[src/rtl/kbd_pkg.sv]
// Shared types and scan-code constants for the keyboard scan sequencer.
// No logic of its own; latency and backpressure are defined by the users.
// The key_t layout {ext, code} matches the held_code output bit order.
package kbd_pkg;

  typedef enum logic [1:0] {
    IDLE   = 2'd0,
    POP    = 2'd1,
    SETTLE = 2'd2,
    DECODE = 2'd3
  } state_t;

  localparam logic [7:0] SC_EXT  = 8'hE0;
  localparam logic [7:0] SC_BRK  = 8'hF0;
  localparam logic [7:0] SC_ERR0 = 8'h00;
  localparam logic [7:0] SC_ERR1 = 8'hFF;

  typedef struct packed {
    logic       ext;
    logic [7:0] code;
  } key_t;

  // Receiver error bytes: they carry no key and abort any prefix.
  function automatic logic is_err_code(input logic [7:0] b);
    return (b == SC_ERR0) || (b == SC_ERR1);
  endfunction

endpackage

[src/rtl/kbd_prefix_timer.sv]
// Watchdog for a pending E0/F0 prefix waiting on its code byte.
// expire asserts combinationally on the TIMEOUT_CYCLES-th consecutive start cycle.
// No backpressure: start/clear are sampled every clock, clear has priority.
module kbd_prefix_timer #(
  parameter int TIMEOUT_CYCLES = 2500000
) (
  input  logic clk,
  input  logic rst,
  input  logic start,
  input  logic clear,
  output logic expire
);

  localparam int W = (TIMEOUT_CYCLES > 1) ? $clog2(TIMEOUT_CYCLES) : 1;
  localparam logic [W-1:0] LAST = W'(TIMEOUT_CYCLES - 1);

  logic [W-1:0] cnt;

  assign expire = start && (cnt == LAST);

  // Count run cycles; restart on a pop or once the limit has fired.
  always_ff @(posedge clk) begin
    if (!rst) begin
      cnt <= '0;
    end else if (clear || expire) begin
      cnt <= '0;
    end else if (start) begin
      cnt <= cnt + 1'b1;
    end
  end

endmodule

[src/rtl/kbd_scan_sequencer.sv]
// Drains the PS/2 receiver FIFO and turns set-2 scan bytes into key events.
// Latency: 4 clk from fifo_ready in IDLE to evt_valid; 4 clk per byte thereafter.
// Backpressure: none downstream; pops only when fifo_ready, at most one per 4 clk.
module kbd_scan_sequencer
  import kbd_pkg::*;
#(
  parameter int TIMEOUT_CYCLES = 2500000,
  parameter int CNT_W          = 8
) (
  input  logic             clk,
  input  logic             rst,
  input  logic [7:0]       fifo_data,
  input  logic             fifo_ready,
  input  logic             fifo_overflow,
  output logic             nextdata_n,
  input  logic             clr_err,
  output logic             evt_valid,
  output logic [7:0]       evt_code,
  output logic             evt_ext,
  output logic             evt_break,
  output logic             held,
  output logic [8:0]       held_code,
  output logic [CNT_W-1:0] press_count,
  output logic             ovf_err
);

  state_t     state;
  logic [7:0] byte_r;
  logic       ext_pend;
  logic       brk_pend;
  logic       ovf_pend;

  logic       pop;
  logic       tmr_run;
  logic       tmr_expire;
  logic       ovf_now;
  logic       dec_ext;
  logic       dec_brk;
  key_t       key_c;
  logic       key_match;

  // A byte is taken only from IDLE so pops are spaced by the full 4-state loop.
  assign pop     = (state == IDLE) && fifo_ready;
  assign tmr_run = (ext_pend || brk_pend) && (state == IDLE) && !fifo_ready;

  // An overflow anywhere since the last decode invalidates the pending prefixes,
  // including one arriving in the decode cycle itself.
  assign ovf_now   = ovf_pend || fifo_overflow;
  assign dec_ext   = ext_pend && !ovf_now;
  assign dec_brk   = brk_pend && !ovf_now;
  assign key_c     = {dec_ext, byte_r};
  assign key_match = held && (held_code == key_c);

  kbd_prefix_timer #(
    .TIMEOUT_CYCLES(TIMEOUT_CYCLES)
  ) u_prefix_timer (
    .clk   (clk),
    .rst   (rst),
    .start (tmr_run),
    .clear (pop),
    .expire(tmr_expire)
  );

  // Pop/settle/decode sequencer with registered handshake and event outputs.
  always_ff @(posedge clk) begin
    if (!rst) begin
      state       <= IDLE;
      byte_r      <= '0;
      ext_pend    <= 1'b0;
      brk_pend    <= 1'b0;
      ovf_pend    <= 1'b0;
      nextdata_n  <= 1'b1;
      evt_valid   <= 1'b0;
      evt_code    <= '0;
      evt_ext     <= 1'b0;
      evt_break   <= 1'b0;
      held        <= 1'b0;
      held_code   <= '0;
      press_count <= '0;
      ovf_err     <= 1'b0;
    end else begin
      evt_valid  <= 1'b0;
      nextdata_n <= 1'b1;
      ovf_pend   <= ovf_now;

      // Set beats clear when both arrive together.
      if (fifo_overflow) begin
        ovf_err <= 1'b1;
      end else if (clr_err) begin
        ovf_err <= 1'b0;
      end

      unique case (state)
        IDLE: begin
          if (fifo_ready) begin
            byte_r     <= fifo_data;
            nextdata_n <= 1'b0;
            state      <= POP;
          end else if (tmr_expire) begin
            ext_pend <= 1'b0;
            brk_pend <= 1'b0;
          end
        end
        POP: begin
          state <= SETTLE;
        end
        SETTLE: begin
          state <= DECODE;
        end
        DECODE: begin
          state    <= IDLE;
          ovf_pend <= 1'b0;
          ext_pend <= dec_ext;
          brk_pend <= dec_brk;
          if (byte_r == SC_EXT) begin
            ext_pend <= 1'b1;
          end else if (byte_r == SC_BRK) begin
            brk_pend <= 1'b1;
          end else begin
            ext_pend <= 1'b0;
            brk_pend <= 1'b0;
            if (!is_err_code(byte_r)) begin
              evt_valid <= 1'b1;
              evt_code  <= byte_r;
              evt_ext   <= dec_ext;
              evt_break <= dec_brk;
              if (!dec_brk) begin
                // A make of the already-held key is typematic and not counted.
                if (!key_match) begin
                  press_count <= press_count + CNT_W'(1);
                  held        <= 1'b1;
                  held_code   <= key_c;
                end
              end else if (key_match) begin
                held      <= 1'b0;
                held_code <= '0;
              end
            end
          end
        end
      endcase
    end
  end

endmodule

[config.mk]
export PLATFORM = sky130hd
export DESIGN_NAME = kbd_scan_sequencer
export DESIGN_NICKNAME = d
export VERILOG_FILES = /design/src/rtl/kbd_pkg.sv /design/src/rtl/kbd_prefix_timer.sv /design/src/rtl/kbd_scan_sequencer.sv
export SDC_FILE = /design/constraint.sdc
export NUM_CORES = 1
export LEC_CHECK = 0
export BUFFER_PORTS_ARGS = -buffer_cell sky130_fd_sc_hd__buf_2
export CAP_MARGIN = 20
export CORE_MARGIN = 4
export CORE_UTILIZATION = 57
export DETAILED_ROUTE_END_ITERATION = 7
export PLACE_DENSITY = 0.8
export SLEW_MARGIN = 0
export SYNTH_ARGS = -nofsm -noshare
export SYNTH_HDL_FRONTEND = slang
export SYNTH_SLANG_ARGS = --single-unit
[constraint.sdc]
create_clock -name clk -period 3.46 [get_ports clk]
set_clock_uncertainty 0.1 [all_clocks]
set_input_delay 0.692 -clock clk [delete_from_list [all_inputs] [get_ports clk]]
set_output_delay 0.692 -clock clk [all_outputs]
set_load 0.05 [all_outputs]
Word-level counts from Yosys, hierarchy flattened
Index checks and enable logic that the tools add are counted. W data, S select, Z words.

Register bits: 66. Input port bits: 13. Output and inout bits: 31. Logic and storage cells: 83.

$add $sub $neg: 2. Eq/ne operators: 13. Mux-type cells: 20. Bitwise logic cells: 7. Reduce and logical (&&, ||, !) cells: 26.

Operators by type and width (count): $mux W9 (3); $eq A8 B8 Y1 const B (3); $add A22 B1 Y22 const B (1); $eq A22 B22 Y1 const B (1); $mux W1 (13); $reduce_and A6 Y1 (2); $eq A9 B9 Y1 (1); $add A8 B1 Y8 const B (1); $logic_not A8 Y1 (1); $pmux W2 S4 (1); $logic_and A1 B1 Y1 (7); $not A1 Y1 (7); $ne A2 B2 Y1 const B (3); $eq A2 B2 Y1 const B (2); $logic_or A1 B1 Y1 (4); $ne A2 B1 Y1 const B (2); $pmux W1 S2 (2); $reduce_and A2 Y1 (2); $reduce_and A4 Y1 (1); $reduce_bool A2 Y1 (2); $reduce_or A2 Y1 (2); $reduce_or A4 Y1 (1); $reduce_and A3 Y1 (1); $eq A2 B1 Y1 const B (1); other kinds (3) (4).

Longest topological paths before layout
Word-level depth: 7. Mapped depth: 9. Mapped depth without buffers: 9.

Modules after synthesis
A second synthesis with hierarchy kept.

Cells, all modules: 368. Area total of the unflattened synthesis: 3091.7 um^2.

By module, submodules not included: kbd_scan_sequencer (times used 1, cells each 240, area an instance 2001.9 um^2, seq. area each 880.8 um^2); kbd_prefix_timer (times used 1, cells each 128, area an instance 1089.8 um^2, seq. area each 440.4 um^2).

Least setup slack after synthesis
Ideal clock, no wire load.

Path type: input to register. Start point: in fifo_overflow. End point: reg press_count[6]. Library setup time: 70 ps. Data arrival time: 2518 ps. Required time: 3290 ps. Slack: 772 ps. Stages: 9. Buffers on the path: 0. Path through: or3b_2 > xnor2_1 > nor4_1 > nand4_1 > ha_1 > and4_1 > nand3_1 > or4_1 > a21oi_1.

Word-level cells in the longest chain between the ends: 7. Elaborated cells on any way between the ends: 9. Those cells by class: eq/ne (1); bitwise (2); reduce/logical (6).

Ends and longest elaborated chain: start: declaration (RTL line kbd_scan_sequencer.sv:14) `input logic fifo_overflow,`; $logic_or A1 B1 Y1 (*) (RTL line kbd_scan_sequencer.sv:48) `assign ovf_now = ovf_pend || fifo_overflow;`; $logic_not A1 Y1 (*) (RTL line kbd_scan_sequencer.sv:49, kbd_scan_sequencer.sv:50); $logic_and A1 B1 Y1 (RTL line kbd_scan_sequencer.sv:49) `assign dec_ext = ext_pend && !ovf_now;`; $eq A9 B9 Y1 (RTL line kbd_scan_sequencer.sv:52) `assign key_match = held && (held_code == key_c);`; $logic_and A1 B1 Y1 (RTL line kbd_scan_sequencer.sv:52); $not A1 Y1 (no source line); $reduce_and A6 Y1 (no source line) (*); end signal: assignment (RTL line kbd_scan_sequencer.sv:130) `press_count <= press_count + CNT_W'(1);`; end: declaration (RTL line kbd_scan_sequencer.sv:23) `output logic [CNT_W-1:0] press_count,`.

Mark *: on every way between the ends. The rest lies on a longest branch, timed or not. A chain may end at the register's enable or synchronous reset.

Worst setup path in the final report
Same ends and word-level chain as after synthesis.

==> results by group <==
Place
  – Final Wtd Congestion: just over 0.8
  – DP Wirelength: just over 5000 um
  – Dpl cell area: about 3400 um2
  – Port Buffers: 43
  – Placed instance count: 457

STA
  – Final min period: roughly 2600 ps
  – Tcrit/Tclk final: 0.7603
  – Setup TNS Final: 0 ps
  – Hold Fails Final Rpt: 0
  – RSZ-0062 raised after global routing: false
  – Fmax: between 300 and 400 MHz
  – Slew Limit Fails: 0
  – Worst Max-Slew Pin Slew: 803.9 ps
  – Rel. slew slack: 0.4628
  – Final setup viols: 0

Logic synthesis
  – Post-synth EDFFs: 0
  – Syn nets: between 300 and 400
  – Register area share after synthesis: 0.4190
  – Main flop type after synthesis: dfxtp_1
  – Post-synth ARST share: 0
  – Synthesized cell area: between 3000 and 4000 um2
  – Synth Register Bits: 66
  – Syn Area/Cell: 8.758 um2
  – Area fraction of the dominant cell type after synthesis: 0.4190
  – Synth warnings: 0
  – Post-Syn Instances: 360
  – Area contributors post-synth: dfxtp_1 42%, nand2_1 4.9%, mux2i_1 4.1%
  – Library cells used by synthesis: 42
  – Most numerous cell in the Yosys netlist: dfxtp_1
  – Yosys top cell by area: dfxtp_1
  – Most frequent cells after synthesis: 66 x dfxtp_1, 41 x nand2_1, 19 x nand3_1, 18 x a21oi_1

Critical path
  – WS Path Type: primary input to register
  – CP required: between 3000 and 4000 ps
  – Critical path launch point type: primary input
  – Arrival @ worst endpoint: 2800 ps
  – Crit. End Element: register
  – Crit Path Max Fanout: 5

Clock network
  – Post-CTS resize count: 0
  – Root Buffer: clkbuf_8
  – Sink Count: 66
  – Setup Fix Bufs, Post-CTS: 0
  – Later-pin clock latency in the skew report: roughly 340 ps
  – Max clock buf depth: 2
  – Clock transition at path regs: 70 ps
  – TritonCTS buffer count: 9
  – # hold bufs at CTS: 0
  – H-tree Lvls: 3
  – CTS tree: yes

Global routing
  – Met2 Use GR: 0.3990
  – Initial antenna violation count: 0
  – Global route hottest layer: met2
  – Vias in the first global route: 2715
  – Overall routing resource usage: 0.2384
  – First-pass GRT wire length: 12540 um
  – Grt ovf: 0
  – Pin count of the biggest net entering global routing: 24
  – Met3 usage: 0.04664
  – Grt met1 use: 0.2920

Pwr
  – Tot Pwr: ~1.8 mW
  – Leak pwr: roughly 1.3 nW
  – Peak VDD IR: around 0.28 mV
  – Pwr dens: 516.0 nW/um2

Layout
  – Area Overhead vs Synth: 13.45%
  – N_diodes: 0
  – Footprint of the multi-input gates: roughly 1700 um2
  – Nets: 418
  – Post-Layout Cell Count: about 470
  – Fin area: ~3600 um2
  – Filler Cell Count: 443
  – Sequential standard cell area: 1321 um2
  – Layout cells sized above 1: 0.1721

Die
  – Initial Util: 0.6020
  – Row cnt: 26
  – Die area: between 6000 and 7000 um2
  – Num ports: 44
  – Die width: around 82 um
  – Die H: 82.38 um
  – Core area: 5238 um2

Hold path
  – Hold Path Class: register to register

Outcome
  – Status: complete, no violations

Route
  – Vias/cell: approximately 6.2
  – Drt wl/cell: 15.85 um
  – Final WL: about 7500 um
  – Remaining DRCs: 0
  – Initial DRC count: between 150 and 200
  – DRT antenna net count: 0
  – DR vias: roughly 3000
  – Detailed Routing Iterations Pass 1: 5

Flow run
  – Max Cap Violations: 0
[cell families (layout without fill, tap and decap cells)]
logic type	count (synthesis)	after routing	share of synthesized area
adder cells (fa/ha/maj)	7	7	0.02778
flip-flops	66	66	0.4190
AO/OA/AOI/OAI	81	81	0.1710
XOR/XNOR	16	16	0.04445
multiplexers	13	13	0.04127
buffers and inverters	33	74	0.04563
AND/OR/NAND/NOR	144	144	0.2508
[cell type report]
cell class                 count  share of cell area
multi-input combinational    261              0.4746
sequential                    66              0.3694
timing repair buffer          48             0.07065
clock buffer                  10             0.03568
tap                           70             0.02448
clock inverter                 4             0.01259
inverter                      12             0.01259
[power by group]
part	switching [mW]	internal [mW]	leakage, nW
Sequential	0.0532	0.800	0.534
Clock	0.282	0.321	0.0918
Combinational	0.267	0.123	0.664
Total	0.602	1.24	1.29
[final timing paths]
check	from	end	slack, ps	depth (start not counted)
hold reg to reg	evt_code[6]$_SDFFE_PN0P_	evt_code[6]$_SDFFE_PN0P_	380	2
setup reg to reg	state[0]$_SDFFE_PN0P_	u_prefix_timer.cnt[9]$_SDFFE_PP0P_	870	7
setup / recovery	fifo_overflow	press_count[6]$_SDFFE_PN0P_	830	10
hold / removal	evt_code[6]$_SDFFE_PN0P_	evt_code[6]$_SDFFE_PN0P_	380	2
[state kept, by name, indices dropped and copies added (netlist names)]
| name | cells |
|---|---|
| u_prefix_timer.cnt | 22 |
| nextdata_n | 1 |
| ovf_err | 1 |
| press_count | 8 |
| ovf_pend | 1 |
| evt_break | 1 |
| ext_pend | 1 |
| state | 2 |
| held | 1 |
| brk_pend | 1 |
| evt_valid | 1 |
| evt_code | 8 |
| held_code | 9 |
| byte_r | 8 |
| evt_ext | 1 |
[layout by cell type, fill, tap and decap left out, types with 3 or more instances in the layout]
cell      count
a211oi_1     14
a21oi_1      18
a22o_1        8
and3_1        3
and4_1        5
buf_2        43
buf_4         5
clkbuf_8      9
clkinv_2      3
dfxtp_1      66
ha_1          7
inv_1        12
mux2i_1      13
nand2_1      41
nand2b_1      4
nand3_1      19
nand4_1      12
nor2_1        7
nor3_1       13
nor4_1        6
o21ai_0      16
o31ai_1      14
or3_1         6
or4_1        15
xnor2_1       8
xor2_1        8
[worst max-delay path: stages]
cell	delay, ps
buf_2	120
or3b_2	510
xnor2_1	160
nor4_1	60
nand4_1	90
ha_1	240
and4_1	260
nand3_1	100
or4_1	400
a21oi_1	150
[layer usage]
metal | share of wire | wire [um]
met2 | 0.49 | 3647
met3 | 0.060 | 451
met4 | 0.024 | 182
met5 | 0 | 0
met1 | 0.43 | 3182
[stage by stage]
stage	util	worst slack, ps	hold WS (ps)
6_report	0.6830	829.2	375.3
3_3_place_gp	0.6500	563.2	360.1
3_5_place_dp	0.6500	492.5	367.1
2_1_floorplan	-	771.7	364.7
5_1_grt	0.6830	642.9	409.1
4_1_cts	0.6830	846.8	376.6
No activity file was read; power rests on OpenSTA's default activity.
